**src/rtl/key_debounce_multi_pkg.sv**
```systemverilog
// Shared definitions for the multi-channel key conditioner: hold-FSM state
// encoding, idle-level helper and counter-width helper.
package key_debounce_multi_pkg;

    // Hold-FSM states, one FSM per key channel.
    typedef enum logic [1:0] {
        ST_IDLE    = 2'd0,
        ST_PRESSED = 2'd1,
        ST_LONG    = 2'd2
    } hold_state_t;

    localparam int STATE_W = 2;

    // Level a key rests at when not pressed: high for active-low keys.
    function automatic logic idle_level(input logic active_low);
        return active_low;
    endfunction

    // Width able to hold every count up to value; the +1 bit keeps headroom
    // and gives a legal 1-bit counter when value is 0 or 1.
    function automatic int cnt_width(input int value);
        return $clog2(value) + 1;
    endfunction

endpackage

```
**src/rtl/key_debounce_multi_ch.sv**
```systemverilog
// One key channel: two-flop synchroniser, stable-window debouncer and the
// hold FSM that produces long-press and auto-repeat pulses.
//
// Handshake note: there is no valid/ready flow here. Every pulse output is a
// registered single-cycle strobe; consumers sample it on the clock edge after
// it rises and must not expect it to be held.
module key_debounce_ch
    import key_debounce_multi_pkg::*;
#(
    parameter int DB_CYCLES      = 1000000,
    parameter int LONG_CYCLES    = 50000000,
    parameter int REPEAT_CYCLES  = 10000000,
    parameter bit KEY_ACTIVE_LOW = 1'b1
) (
    input  logic               sys_clk,
    input  logic               sys_rst_n,
    input  logic               key,
    output logic               key_value,
    output logic               key_flag,
    output logic               key_press,
    output logic               key_release,
    output logic               key_long,
    output logic               key_repeat,
    output logic [STATE_W-1:0] hold_state
);

    localparam logic IDLE_LVL = idle_level(KEY_ACTIVE_LOW);

    // Debounce counter runs 0 .. DB_CYCLES-1 and clears at the terminal value.
    localparam int              DB_W    = cnt_width(DB_CYCLES);
    localparam logic [DB_W-1:0] DB_TERM = DB_W'(DB_CYCLES - 1);

    // One hold counter serves both the long-press and the repeat interval.
    localparam int HOLD_MAX = (LONG_CYCLES > REPEAT_CYCLES) ? LONG_CYCLES : REPEAT_CYCLES;
    localparam int HOLD_W   = cnt_width(HOLD_MAX);
    localparam int LONG_T   = (LONG_CYCLES > 0) ? LONG_CYCLES - 1 : 0;
    localparam int REP_T    = (REPEAT_CYCLES > 0) ? REPEAT_CYCLES - 1 : 0;
    localparam logic [HOLD_W-1:0] LONG_TERM = HOLD_W'(LONG_T);
    localparam logic [HOLD_W-1:0] REP_TERM  = HOLD_W'(REP_T);

    logic [1:0]        sync_q;
    logic              sync_lvl;
    logic [DB_W-1:0]   db_cnt;
    logic              differ;
    logic              accept;
    logic              press_evt;
    logic              release_evt;
    hold_state_t       state;
    logic [HOLD_W-1:0] hold_cnt;

    // Two-flop synchroniser; resets to the idle level so reset is never a press.
    always_ff @(posedge sys_clk or negedge sys_rst_n) begin
        if (!sys_rst_n) begin
            sync_q <= {2{IDLE_LVL}};
        end else begin
            sync_q <= {sync_q[0], key};
        end
    end

    assign sync_lvl = sync_q[1];

    // A change is accepted only after the synced level has differed from the
    // debounced level for DB_CYCLES consecutive cycles.
    assign differ      = (sync_lvl != key_value);
    assign accept      = differ && (db_cnt == DB_TERM);
    assign press_evt   = accept && (sync_lvl != IDLE_LVL);
    assign release_evt = accept && (sync_lvl == IDLE_LVL);

    // Debounce counter, debounced level and change/press/release strobes.
    always_ff @(posedge sys_clk or negedge sys_rst_n) begin
        if (!sys_rst_n) begin
            db_cnt      <= '0;
            key_value   <= IDLE_LVL;
            key_flag    <= 1'b0;
            key_press   <= 1'b0;
            key_release <= 1'b0;
        end else begin
            key_flag    <= accept;
            key_press   <= press_evt;
            key_release <= release_evt;
            if (!differ || accept) begin
                db_cnt <= '0;
            end else begin
                db_cnt <= db_cnt + 1'b1;
            end
            if (accept) begin
                key_value <= sync_lvl;
            end
        end
    end

    // Hold FSM: a release forces IDLE from any state and suppresses any
    // long/repeat strobe that would otherwise land in the same cycle.
    always_ff @(posedge sys_clk or negedge sys_rst_n) begin
        if (!sys_rst_n) begin
            state      <= ST_IDLE;
            hold_cnt   <= '0;
            key_long   <= 1'b0;
            key_repeat <= 1'b0;
        end else begin
            key_long   <= 1'b0;
            key_repeat <= 1'b0;
            if (release_evt) begin
                state    <= ST_IDLE;
                hold_cnt <= '0;
            end else begin
                case (state)
                    ST_IDLE: begin
                        if (press_evt) begin
                            state    <= ST_PRESSED;
                            hold_cnt <= '0;
                        end
                    end
                    ST_PRESSED: begin
                        // With long-press disabled the counter stays parked at 0.
                        if (LONG_CYCLES != 0) begin
                            if (hold_cnt == LONG_TERM) begin
                                state    <= ST_LONG;
                                hold_cnt <= '0;
                                key_long <= 1'b1;
                            end else begin
                                hold_cnt <= hold_cnt + 1'b1;
                            end
                        end
                    end
                    ST_LONG: begin
                        // With repeat disabled LONG simply waits for release.
                        if (REPEAT_CYCLES != 0) begin
                            if (hold_cnt == REP_TERM) begin
                                hold_cnt   <= '0;
                                key_repeat <= 1'b1;
                            end else begin
                                hold_cnt <= hold_cnt + 1'b1;
                            end
                        end
                    end
                    default: begin
                        state    <= ST_IDLE;
                        hold_cnt <= '0;
                    end
                endcase
            end
        end
    end

    assign hold_state = state;

endmodule

```
**src/rtl/key_debounce_multi.sv**
```systemverilog
// Multi-channel key conditioner: NUM_KEYS independent copies of
// key_debounce_ch, outputs gathered bit-per-channel. hold_state carries each
// channel's hold-FSM state, two bits per channel, channel 0 in the LSBs.
module key_debounce_multi
    import key_debounce_multi_pkg::*;
#(
    parameter int NUM_KEYS       = 4,
    parameter int DB_CYCLES      = 1000000,
    parameter int LONG_CYCLES    = 50000000,
    parameter int REPEAT_CYCLES  = 10000000,
    parameter bit KEY_ACTIVE_LOW = 1'b1
) (
    input  logic                        sys_clk,
    input  logic                        sys_rst_n,
    input  logic [NUM_KEYS-1:0]         key,
    output logic [NUM_KEYS-1:0]         key_value,
    output logic [NUM_KEYS-1:0]         key_flag,
    output logic [NUM_KEYS-1:0]         key_press,
    output logic [NUM_KEYS-1:0]         key_release,
    output logic [NUM_KEYS-1:0]         key_long,
    output logic [NUM_KEYS-1:0]         key_repeat,
    output logic [STATE_W*NUM_KEYS-1:0] hold_state
);

    // One fully independent conditioner per key pin.
    for (genvar i = 0; i < NUM_KEYS; i++) begin : g_ch
        key_debounce_ch #(
            .DB_CYCLES      (DB_CYCLES),
            .LONG_CYCLES    (LONG_CYCLES),
            .REPEAT_CYCLES  (REPEAT_CYCLES),
            .KEY_ACTIVE_LOW (KEY_ACTIVE_LOW)
        ) u_ch (
            .sys_clk     (sys_clk),
            .sys_rst_n   (sys_rst_n),
            .key         (key[i]),
            .key_value   (key_value[i]),
            .key_flag    (key_flag[i]),
            .key_press   (key_press[i]),
            .key_release (key_release[i]),
            .key_long    (key_long[i]),
            .key_repeat  (key_repeat[i]),
            .hold_state  (hold_state[STATE_W*i +: STATE_W])
        );
    end

endmodule

```
**config.mk**
```make
export PLATFORM = sky130hd
export DESIGN_NAME = key_debounce_multi
export DESIGN_NICKNAME = d
export VERILOG_FILES = /design/src/rtl/key_debounce_multi_pkg.sv /design/src/rtl/key_debounce_multi_ch.sv /design/src/rtl/key_debounce_multi.sv
export SDC_FILE = /design/constraint.sdc
export NUM_CORES = 1
export LEC_CHECK = 0
export BUFFER_PORTS_ARGS = -buffer_cell sky130_fd_sc_hd__buf_2
export CORE_UTILIZATION = 50
export DETAILED_ROUTE_END_ITERATION = 10
export GPL_TIMING_DRIVEN = 0
export PLACE_DENSITY = 0.81
export SLEW_MARGIN = 40
export SYNTH_ARGS = -nofsm -noshare
export SYNTH_HDL_FRONTEND = slang
export SYNTH_SLANG_ARGS = --single-unit
```
**constraint.sdc**
```tcl
create_clock -name sys_clk -period 2.4 [get_ports sys_clk]
set_clock_uncertainty 0.05 [all_clocks]
set_input_delay 0.48 -clock sys_clk [delete_from_list [all_inputs] [get_ports sys_clk]]
set_output_delay 0.48 -clock sys_clk [all_outputs]
set_load 0.05 [all_outputs]
```
==> Word level (Yosys, flattened, before mapping) <==
Index checks and enable logic that the tools add are counted.
{ "word_totals": {"reg_bits": 232, "in_bits": 6, "elab_cells": 180} }
{ "classes": {"n_addsub": 8, "eq_ne": 36, "n_mux": 64, "n_bitwise": 4, "reduce_logical": 28} }
{ "ops": {"columns": ["cell", "count"], "rows": [
  ["$mux W27", 16],
  ["$pmux W27 S3", 4],
  ["$add A27 B1 Y27 const B", 4],
  ["$eq A27 B24 Y1 const B", 4],
  ["$eq A27 B26 Y1 const B", 4],
  ["$add A21 B1 Y21 const B", 4],
  ["$eq A21 B20 Y1 const B", 4],
  ["$mux W21", 4],
  ["$mux W1", 24],
  ["$mux W2", 12],
  ["$ne A3 B1 Y1 const B", 8],
  ["$pmux W2 S3", 4],
  ["$logic_and A1 B1 Y1", 12],
  ["$reduce_and A3 Y1", 4],
  ["$eq A2 B1 Y1 const B", 4],
  ["$eq A2 B2 Y1 const B", 4],
  ["$logic_not A2 Y1", 4],
  ["$ne A2 B1 Y1 const B", 4],
  ["$logic_not A1 Y1", 4],
  ["$logic_or A1 B1 Y1", 4],
  ["$ne A1 B1 Y1", 4],
  ["$not A1 Y1", 4]
]} }

==> Logic depth before layout (Yosys ltp) <==
Gate-level depths: netlist of the first run.
{ "depth": {"ltp_word": 6, "depth_mapped": 9, "depth_no_buf": 7} }

==> By module <==
From an unflattened synthesis of the first run, not the netlist that was laid out.
{ "hier_totals": {"cells_unflattened": 1284, "area_unflattened_um2": 12127.9} }
{ "modules_own_cells": {"columns": ["mod", "n_inst", "cells_each", "area_per_inst_um2"], "rows": [
  ["key_debounce_ch (g_ch[0].u_ch ...)", 3, 321, 3034.2],
  ["key_debounce_ch (g_ch[3].u_ch)", 1, 321, 3025.4]
]} }

==> Worst setup path after synthesis of the first run <==
Ideal clock, no wire load.
{ "synth_timing": {"kind": "reg2reg", "startpoint": "register g_ch[0].u_ch.hold_cnt[7]", "endpoint": "register g_ch[0].u_ch.hold_cnt[19]", "arrival_ns": 2.503, "t_required_ns": 2.222, "path_slack_ns": -0.281, "path_stages_with_launch": 8, "n_path_buf": 1, "path_cell_list": "dfrtp_1 or4_1 or4_4 o41a_1 o21a_1 buf_2 a31oi_1 o31ai_1"} }
{ "synth_via": {"elab_chain_cells": 4, "word_cells_on_any_way": 7, "cone_classes": "add/sub: 1; eq/ne: 2; mux: 4"} }
{ "synth_lines": {"columns": ["element", "line", "rtl"], "rows": [
  ["start, declared", "key_debounce_multi_ch.sv:49", "logic [HOLD_W-1:0] hold_cnt;"],
  ["start signal, assigned", "key_debounce_multi_ch.sv:122", "hold_cnt <= hold_cnt + 1'b1;"],
  ["start signal, assigned", "key_debounce_multi_ch.sv:133", "hold_cnt <= hold_cnt + 1'b1;"],
  ["$add A27 B1 Y27, or another cell as far along", "key_debounce_multi_ch.sv:122, key_debounce_multi_ch.sv:133", null],
  ["$mux W27 (on tied branches)", "key_debounce_multi_ch.sv:129, key_debounce_multi_ch.sv:117", null],
  ["$pmux W27 S3 *", "key_debounce_multi_ch.sv:107", "case (state)"],
  ["$mux W27 *", "key_debounce_multi_ch.sv:103", "if (release_evt) begin"]
]} }
Mark *: on every way between the ends. The rest lies on a longest branch, timed or not.
A chain may end at the register's enable or synchronous reset.

==> Worst setup path in the final report of the first run <==
{ "layout_timing": {"startpoint": "register g_ch[0].u_ch.hold_cnt[7]", "endpoint": "register g_ch[0].u_ch.hold_cnt[26]"} }
The elaborated chain is that of the path after synthesis.

==> impl_metrics.toml, run 1 <==
[yosys]
synth_area_um2 = 12400
ys_ff_latch = 232
post_synth_num_cell_types = 60
synthDominantAreaCellType = "sky130_fd_sc_hd__dfrtp_1"
synth.top_cells.by_area = "sky130_fd_sc_hd__dfrtp_1 45%, sky130_fd_sc_hd__nand3_1 6.2%, sky130_fd_sc_hd__nand2_1 4.8%"
synth_edf_count = 0
postSynthNetCount = 1361
yosys_most_used_dff = "sky130_fd_sc_hd__dfrtp_1"
synth_cells = 1331
synthDominantCellAreaShare_pct = 44.6
yosys_warnings = 0
average_cell_area_after_synthesis_um2 = 9.28
register_area_share_after_synthesis_pct = 47.1
ys_async_sr_fraction_pct = 100

[floorplan]
die_w_um = 159
effective_utilization_at_floorplan_pct = 50.9
die-area_um2 = 25300
io-pin-count = 38
design.core.area_um2 = 24200
placementRows = 57
fp.dieH_um = 159

[sta]
hold_slack_ns = 0.305
fin_ws_ns = -0.344
timing_max_transition_violations_final = 0
final_hold_viol_count = 0
finalWorstPathRequiredPeriod_ns = 2.74
worst-slew-pin-transition_ns = 0.679
grt_setup_unrepaired = "true"
maxClockFrequency_mhz = 364
finalCritPeriodShare_pct = 114
setup-violations-final = 109
worst_max_slew_margin_expressed_relative_to_the_limit_pct = 54.4

[layout]
num_antenna_cells = 0
area_growth_syn_to_layout_pct = 30.4
regArea_um2 = 5830
drive_above_1_share_pct = 26.9
num-nets-final = 1516
finish.utilization_pct = 66.4
multi_input_comb_area_um2 = 7150
mostFrequentLayoutCell = "sky130_fd_sc_hd__dfrtp_1"
layout.filler_cells = 1720
most-common-layout-cells = "212 x sky130_fd_sc_hd__dfrtp_1, 155 x sky130_fd_sc_hd__nand2_1, 128 x sky130_fd_sc_hd__nand3_1, 120 x sky130_fd_sc_hd__nor2_1, 88 x sky130_fd_sc_hd__buf_4"

[placed_design]
place_hpwl_mm = 18.2
gpl.final_weighted_congestion = 0.863
buffer_ports.inserted = 37

[critical_path]
regToRegEndpoint = "g_ch[0].u_ch.hold_cnt[26]"
crit_arrival_ns = 3.12
endpoint_kind = "flop"
worstSetupStartpointType = "flop"
critical_path_class = "reg -> reg"
crit_end = "g_ch[0].u_ch.hold_cnt[26]"
flop_to_flop_setup_slack_ns = -0.34
setup.worst_path.start = "g_ch[0].u_ch.hold_cnt[7]"
reg2reg_depth = 7
worst-endpoint-required_ns = 2.77
cp_max_fo = 8
r2r-start = "g_ch[0].u_ch.hold_cnt[7]"

[clock_network]
clock_path_buffers = 3
clock_sink_total = 232
clk_pin_slew_worst_paths_ns = 0.06
cts_tree = "done"
library_cell_used_as_clock_root_buffer = "sky130_fd_sc_hd__clkbuf_16"
numCtsBuffers = 26
htreeDepth = 1
clkLatencyLatePin_ns = 0.53

[grt]
grt_max_degree = 70
grtUsageTotal_pct = 23.7
first_global_vias = 10800
grt-ovfl-total = 0
grt_pass1_wl_mm = 50.9
antenna_violations_before_repair = 0

[min_path]
holdCritStartpoint = "g_ch[3].u_ch.sync_q[0]"
hold_path.class = "reg -> reg"

[routing]
vias = 11100
route.antenna.remaining_nets = 0
viasPerCell = 6.05
finalWirelength_mm = 31.7
remaining_drc_errors = 0
wl_per_cell_um = 17.3
dr.pass1.iters = 5
drt_first_iter_violations = 780

[power_and_ir_drop]
ir_worst_vdd_uv = 561
static-leakage-power_nw = 6.80
power.density_nw_per_um2 = 525

[status]
failing_checks = "setup timing"
status = "finished, violations left"

[run]
cap_viol_max_count = 0
power breakdown:
part / switching (mW) / internal, mW / leakage, nW
combinational: 0.127 / 0.0592 / 3.17
clock: 1.65 / 2.65 / 0.449
sequential: 0.0245 / 3.94 / 3.18
worst max-delay path, cell delays in order (launching register included):
cell                       delay (ns)
sky130_fd_sc_hd__dfrtp_2         0.41
sky130_fd_sc_hd__or4_1           0.54
sky130_fd_sc_hd__or4_4           0.52
sky130_fd_sc_hd__o41a_1          0.37
sky130_fd_sc_hd__o21a_4          0.29
sky130_fd_sc_hd__buf_6           0.16
sky130_fd_sc_hd__a21boi_1        0.13
sky130_fd_sc_hd__a21o_1          0.16
synth_stat cells (12+ instances only):
master / count
sky130_fd_sc_hd__and3_1: 31
sky130_fd_sc_hd__or4_1: 26
sky130_fd_sc_hd__o211ai_1: 20
sky130_fd_sc_hd__a21o_1: 24
sky130_fd_sc_hd__nor3_1: 36
sky130_fd_sc_hd__dfstp_2: 12
sky130_fd_sc_hd__o21ai_0: 28
sky130_fd_sc_hd__and2_1: 14
sky130_fd_sc_hd__buf_4: 24
sky130_fd_sc_hd__nand4_1: 45
sky130_fd_sc_hd__nor2_1: 123
sky130_fd_sc_hd__ha_1: 24
sky130_fd_sc_hd__xnor2_1: 30
sky130_fd_sc_hd__xor2_1: 50
sky130_fd_sc_hd__clkbuf_1: 37
sky130_fd_sc_hd__and4_1: 20
sky130_fd_sc_hd__nor4_1: 20
sky130_fd_sc_hd__or3_1: 23
sky130_fd_sc_hd__o311ai_0: 28
sky130_fd_sc_hd__nand2_1: 158
sky130_fd_sc_hd__nand3_1: 153
sky130_fd_sc_hd__dfrtp_1: 220
sky130_fd_sc_hd__inv_1: 36
final cells by class:
cell class / count / share of cell area [%]
plain buffers: 64 / 3.42
clock buffers: 32 / 4.43
repair buffers: 133 / 6.88
inverters: 36 / 0.839
multi-input cells: 993 / 44.4
clock inverters: 16 / 1.34
flip-flops and latches: 232 / 36.2
well taps: 324 / 2.52
sequential cells by signal, summed over array words and instances (netlist names):
name / cells
g_ch.u_ch.db_cnt: 84
g_ch.u_ch.hold_cnt: 108
g_ch.u_ch.hold_state: 8
g_ch.u_ch.key_flag: 4
g_ch.u_ch.key_long: 4
g_ch.u_ch.key_press: 4
g_ch.u_ch.key_release: 4
g_ch.u_ch.key_repeat: 4
g_ch.u_ch.key_value: 4
g_ch.u_ch.sync_q: 8
layer usage:
layer,global-route usage (%),wire (um),up-vias
li1,-,-,5142
met1,30.8,12900,5461
met2,40.6,16100,388
met3,3.39,1870,87
met4,7.87,857,0
met5,0,0,-
cells by family after synthesis:
logic type	share of synthesized area, %
flip-flops	47.1
multiplexers	0.547
buffers and inverters	4.12
AO/OA/AOI/OAI	10.2
AND/OR/NAND/NOR	30.0
XOR/XNOR	5.67
adder cells (fa/ha/maj)	2.43
how the worst min path moves through the flow:
stage	to	slack (ns)	cells after the start
after floorplan	g_ch[0].u_ch.db_cnt[0]	0.13	0
after global placement	g_ch[3].u_ch.sync_q[1]	0.30	0
after detailed placement	g_ch[3].u_ch.sync_q[1]	0.30	0
after CTS	g_ch[3].u_ch.sync_q[1]	0.31	0
after global routing	g_ch[3].u_ch.sync_q[1]	0.31	0
final	g_ch[3].u_ch.sync_q[1]	0.30	0
repair_timing:
item                       CTS  global route
hold buffers                 5             0
gates cloned                11             3
hold endpoints to repair    55             0
pin swaps                   55            56
setup buffers               49            27
setup endpoints to repair  128           176
gates resized for setup    149           140
metrics by stage:
step | cells | area [um2] | TNS [ns] | worst slack, ns | total power [mW]
after floorplan | 1331 | 12500 | -5.08 | -0.159 | 4.08
after global placement | 1692 | 13100 | -771.63 | -3.26 | 4.18
after detailed placement | 1695 | 13200 | -43.04 | -0.530 | 4.20
after CTS | 1803 | 15300 | -13.58 | -0.276 | 8.53
after global routing | 1830 | 16100 | -25.65 | -0.363 | 8.71
final | 1830 | 16100 | -19.38 | -0.344 | 8.45
(Power assumes the default switching activity.)
==> run 2: changes to the inputs <==
Settings changed: RECOVER_POWER from default to 100.
==> impl_metrics.toml, run 2 (synthesized netlist as in run 1, its figures left out) <==
[clock_network]
clk_pin_slew_worst_paths_ns = 0.06
numCtsBuffers = 26
clock_sink_total = 232
htreeDepth = 1
cts_tree = "done"
clkLatencyLatePin_ns = 0.53
library_cell_used_as_clock_root_buffer = "sky130_fd_sc_hd__clkbuf_16"
clock_path_buffers = 3

[grt]
grt_max_degree = 70
first_global_vias = 10800
grtUsageTotal_pct = 23.7
grt_pass1_wl_mm = 50.9
antenna_violations_before_repair = 0
grt-ovfl-total = 0

[layout]
layout.filler_cells = 1754
flip_flop_count_of_the_largest_register_all_copies_and_words_added = 108
final_design_area_no_fill_um2 = 16000
top_register = "g_ch.u_ch.hold_cnt"
num-nets-final = 1516
finalNonFillerCells = 1830
most-common-layout-cells = "213 x sky130_fd_sc_hd__dfrtp_1, 156 x sky130_fd_sc_hd__nand2_1, 128 x sky130_fd_sc_hd__nand3_1, 120 x sky130_fd_sc_hd__nor2_1, 85 x sky130_fd_sc_hd__buf_4"
biggestRegsByFlops = "g_ch.u_ch.hold_cnt x108, g_ch.u_ch.db_cnt x84"
drive_above_1_share_pct = 24.1
area_growth_syn_to_layout_pct = 29.5
mostFrequentLayoutCell = "sky130_fd_sc_hd__dfrtp_1"
num_antenna_cells = 0

[floorplan]
design.core.area_um2 = 24200
placementRows = 57
die_w_um = 159
fp.dieH_um = 159
io-pin-count = 38
die-area_um2 = 25300
effective_utilization_at_floorplan_pct = 50.9

[power_and_ir_drop]
power.density_nw_per_um2 = 528
static-leakage-power_nw = 6.63
ir_worst_vdd_uv = 561

[sta]
worst_max_slew_margin_expressed_relative_to_the_limit_pct = -3.53
worst-slew-pin-transition_ns = 1.55
timing_max_transition_violations_final = 58
finalWorstPathRequiredPeriod_ns = 2.73
grt_setup_unrepaired = "true"
tns_ns = -21.42
hold_slack_ns = 0.305
maxClockFrequency_mhz = 366
final_hold_viol_count = 0
fin_ws_ns = -0.334
setup-violations-final = 110
finalCritPeriodShare_pct = 114

[critical_path]
worstSetupStartpointType = "flop"
flop_to_flop_setup_slack_ns = -0.33
setup.worst_path.start = "g_ch[0].u_ch.hold_cnt[7]"
r2r-start = "g_ch[0].u_ch.hold_cnt[7]"
worst-endpoint-required_ns = 2.78
endpoint_kind = "flop"
critical_path_class = "reg -> reg"
crit_arrival_ns = 3.11
cp_max_fo = 8

[placed_design]
post-place-ws_ns = -0.530
gpl.final_weighted_congestion = 0.863
placedCellCount = 1695
dpl_cell_area_um2 = 13200
buffer_ports.inserted = 37
place_hpwl_mm = 18.2

[routing]
dr.pass1.iters = 5
remaining_drc_errors = 0
route.antenna.remaining_nets = 0
finalWirelength_mm = 31.8
drt_first_iter_violations = 730
wl_per_cell_um = 17.4
viasPerCell = 6.08
vias = 11100

[run]
cap_viol_max_count = 1

[min_path]
hold_path.class = "reg -> reg"
holdCritStartpoint = "g_ch[3].u_ch.sync_q[0]"

[status]
failing_checks = "capacitance limit, slew limit, setup timing"
status = "finished, violations left"
run 2: power breakdown:
group          leakage (nW)  internal [mW]  switching, mW  total (mW)
logic                  3.00         0.0529          0.125       0.178
registers              3.18           3.94         0.0229        3.96
clock network         0.449           2.65           1.65        4.31
run 2: layout make-up:
class	count	area, um2	area share (%)
sequential	232	5830	36.4
clock buffer	32	714	4.47
multi-input combinational	993	7120	44.5
clock inverter	16	215	1.35
inverter	36	135	0.845
tap	324	405	2.53
buffer	64	549	3.43
timing repair buffer	133	1030	6.43
run 2: path summary, 6_finish.rpt:
kind | cells after the start | end
min in group asynchronous | 2 | g_ch[0].u_ch.hold_cnt[20]
worst max-delay path | 7 | g_ch[0].u_ch.hold_cnt[26]
max in group asynchronous | 4 | g_ch[3].u_ch.hold_cnt[6]
worst max register to register | 7 | g_ch[0].u_ch.hold_cnt[26]
worst min register to register | 0 | g_ch[3].u_ch.sync_q[1]
worst min-delay path | 0 | g_ch[3].u_ch.sync_q[1]
run 2: metal layers:
metal / global-route usage (%) / share of wire (%)
met1: 30.8 / 41
met2: 40.6 / 51
met3: 3.39 / 5.7
met4: 7.87 / 2.6
met5: 0 / 0
run 2: timing repair:
action	in CTS	in global routing
gates cloned	11	3
setup buffers	49	27
resized for setup	149	140
pin swaps	55	56
endpoints found under the setup margin	128	176
hold buffers	5	0
endpoints found under the hold margin	55	0
run 2: per-stage QoR:
step / util, % / total power [mW]
after floorplan: - / 4.08
after global routing: 66.0 / 8.70
final: 66.0 / 8.45
after detailed placement: 54.4 / 4.20
after CTS: 63.1 / 8.53
after global placement: 54.0 / 4.18
run 2: critical path, stage by stage, from the launching register on:
cell	delay [ns]
sky130_fd_sc_hd__dfrtp_2	0.40
sky130_fd_sc_hd__or4_1	0.54
sky130_fd_sc_hd__or4_4	0.52
sky130_fd_sc_hd__o41a_1	0.37
sky130_fd_sc_hd__o21a_4	0.29
sky130_fd_sc_hd__buf_6	0.16
sky130_fd_sc_hd__a21boi_1	0.13
sky130_fd_sc_hd__a21o_1	0.16
==> run 3: changes to the inputs <==
Settings changed: CORE_ASPECT_RATIO from default to 1.2, CORE_UTILIZATION 50 to 29, PLACE_DENSITY 0.81 to 0.57.
==> impl_metrics.toml, run 3 (synthesized netlist as in run 1, its figures left out) <==
[sta]
fin_ws_ns = -0.316
tns_ns = -16.82
grt_setup_unrepaired = "true"
maxClockFrequency_mhz = 368
finalWorstPathRequiredPeriod_ns = 2.72
final_hold_viol_count = 0
setup-violations-final = 107
worst-slew-pin-transition_ns = 1.38
finalCritPeriodShare_pct = 113
timing_max_transition_violations_final = 0
worst_max_slew_margin_expressed_relative_to_the_limit_pct = 7.90

[grt]
grt_pass1_wl_mm = 52.0
grt-ovfl-total = 0
first_global_vias = 10700
antenna_violations_before_repair = 0
grtUsageTotal_pct = 14.2
grt_max_degree = 66

[clock_network]
cts_tree = "done"
library_cell_used_as_clock_root_buffer = "sky130_fd_sc_hd__clkbuf_16"
htreeDepth = 1
clock_path_buffers = 3
clk_pin_slew_worst_paths_ns = 0.06
numCtsBuffers = 28
clkLatencyLatePin_ns = 0.55
clock_sink_total = 232

[layout]
num-nets-final = 1510
top_register = "g_ch.u_ch.hold_cnt"
biggestRegsByFlops = "g_ch.u_ch.hold_cnt x108, g_ch.u_ch.db_cnt x84"
most-common-layout-cells = "212 x sky130_fd_sc_hd__dfrtp_1, 157 x sky130_fd_sc_hd__nand2_1, 125 x sky130_fd_sc_hd__nand3_1, 120 x sky130_fd_sc_hd__nor2_1, 80 x sky130_fd_sc_hd__buf_4"
flip_flop_count_of_the_largest_register_all_copies_and_words_added = 108
area_growth_syn_to_layout_pct = 30.2
num_antenna_cells = 0
drive_above_1_share_pct = 22.5
multi_input_comb_area_um2 = 6900
layout.filler_cells = 4120
regArea_um2 = 5830
mostFrequentLayoutCell = "sky130_fd_sc_hd__dfrtp_1"
finish.utilization_pct = 38.4

[critical_path]
endpoint_kind = "flop"
cp_max_fo = 5
worst-endpoint-required_ns = 2.78
critical_path_class = "reg -> reg"
worstSetupStartpointType = "flop"
crit_arrival_ns = 3.09

[routing]
wl_per_cell_um = 15.0
vias = 10600
drt_first_iter_violations = 624
viasPerCell = 5.17
dr.pass1.iters = 6
remaining_drc_errors = 0
route.antenna.remaining_nets = 0
finalWirelength_mm = 30.8

[floorplan]
io-pin-count = 38
die-area_um2 = 43400
design.core.area_um2 = 41900
effective_utilization_at_floorplan_pct = 29.5
fp.dieH_um = 228
placementRows = 82
die_w_um = 190

[power_and_ir_drop]
static-leakage-power_nw = 6.65
ir_worst_vdd_uv = 492
power.density_nw_per_um2 = 532

[status]
failing_checks = "setup timing"
status = "finished, violations left"

[min_path]
hold_path.class = "reg -> reg"

[run]
cap_viol_max_count = 0

[placed_design]
place_hpwl_mm = 19.0
gpl.final_weighted_congestion = 0.795
buffer_ports.inserted = 37
[run 3: cell types whose count changed in the layout (fill, tap and decap cells not counted), moves of 5 or more]
cell | before | now
sky130_fd_sc_hd__o21ai_0 | 14 | 7
sky130_fd_sc_hd__nor3_2 | 1 | 7
sky130_fd_sc_hd__nor4_2 | 8 | 2
sky130_fd_sc_hd__o311ai_1 | 11 | 18
sky130_fd_sc_hd__o21ai_1 | 6 | 12
sky130_fd_sc_hd__nor4_1 | 7 | 12
sky130_fd_sc_hd__o311ai_4 | 9 | 3
sky130_fd_sc_hd__clkbuf_4 | 1 | 7
sky130_fd_sc_hd__nor3_4 | 6 | 1
sky130_fd_sc_hd__buf_8 | 5 | 11
sky130_fd_sc_hd__buf_4 | 85 | 80
[run 3: repair_timing]
action	4_1_cts	5_1_grt
hold endpoints to repair	49	0
gates resized for setup	151	113
pin swaps	52	51
buffers inserted	59	15
hold buffers	5	0
gates cloned	7	3
endpoints found under the setup margin	136	148
[run 3: metrics by stage]
stage	hold slack, ns	area [um2]	cells	setup slack, ns	total power [mW]
after floorplan	0.134	12500	1331	-0.159	4.08
after global placement	0.296	13400	1914	-3.64	4.19
after detailed placement	0.297	13500	1917	-0.659	4.21
after CTS	0.299	15600	2034	-0.296	8.74
after global routing	0.310	16100	2047	-0.363	8.93
final	0.296	16100	2047	-0.316	8.56
[run 3: worst paths after layout]
kind                                           from  depth (start not counted)                         to  slack (ns)
max                        g_ch[1].u_ch.hold_cnt[8]                          7  g_ch[1].u_ch.hold_cnt[17]       -0.32
max reg2reg                g_ch[1].u_ch.hold_cnt[8]                          7  g_ch[1].u_ch.hold_cnt[17]       -0.32
min                          g_ch[1].u_ch.sync_q[0]                          0     g_ch[1].u_ch.sync_q[1]        0.30
min reg2reg                  g_ch[1].u_ch.sync_q[0]                          0     g_ch[1].u_ch.sync_q[1]        0.30
max in group asynchronous                 sys_rst_n                          4     g_ch[2].u_ch.key_value        0.14
min in group asynchronous                 sys_rst_n                          2  g_ch[1].u_ch.hold_cnt[13]        0.74
[run 3: area by class of cell]
| class | count | share of cell area [%] |
|---|---|---|
| clock inverters | 9 | 0.902 |
| inverters | 36 | 0.840 |
| well taps | 546 | 4.25 |
| plain buffers | 61 | 3.38 |
| clock buffers | 42 | 5.06 |
| repair buffers | 128 | 6.43 |
| flip-flops and latches | 232 | 36.3 |
| multi-input cells | 993 | 42.9 |
[run 3: critical path, cell delays in order, from the launching register on]
cell                       delay [ns]
sky130_fd_sc_hd__dfrtp_2         0.40
sky130_fd_sc_hd__or4b_4          0.53
sky130_fd_sc_hd__or4b_4          0.58
sky130_fd_sc_hd__o21a_4          0.24
sky130_fd_sc_hd__o211ai_4        0.30
sky130_fd_sc_hd__buf_6           0.20
sky130_fd_sc_hd__nor4_2          0.06
sky130_fd_sc_hd__a211o_1         0.24
[run 3: layer usage]
layer  vias to the layer above  GRT usage [%]  wire, um
met5                         -              0         0
met4                         0           5.13       664
met3                        51           2.06      1020
met2                       148           24.8     15500
met1                      5247           17.6     13600
li1                       5141              -         -
[run 3: where the power goes]
part,total (mW),leakage (nW),internal (mW),switching (mW)
Sequential,3.97,3.18,3.94,0.0243
Clock,4.42,0.473,2.76,1.66
Combinational,0.176,3.00,0.0508,0.125
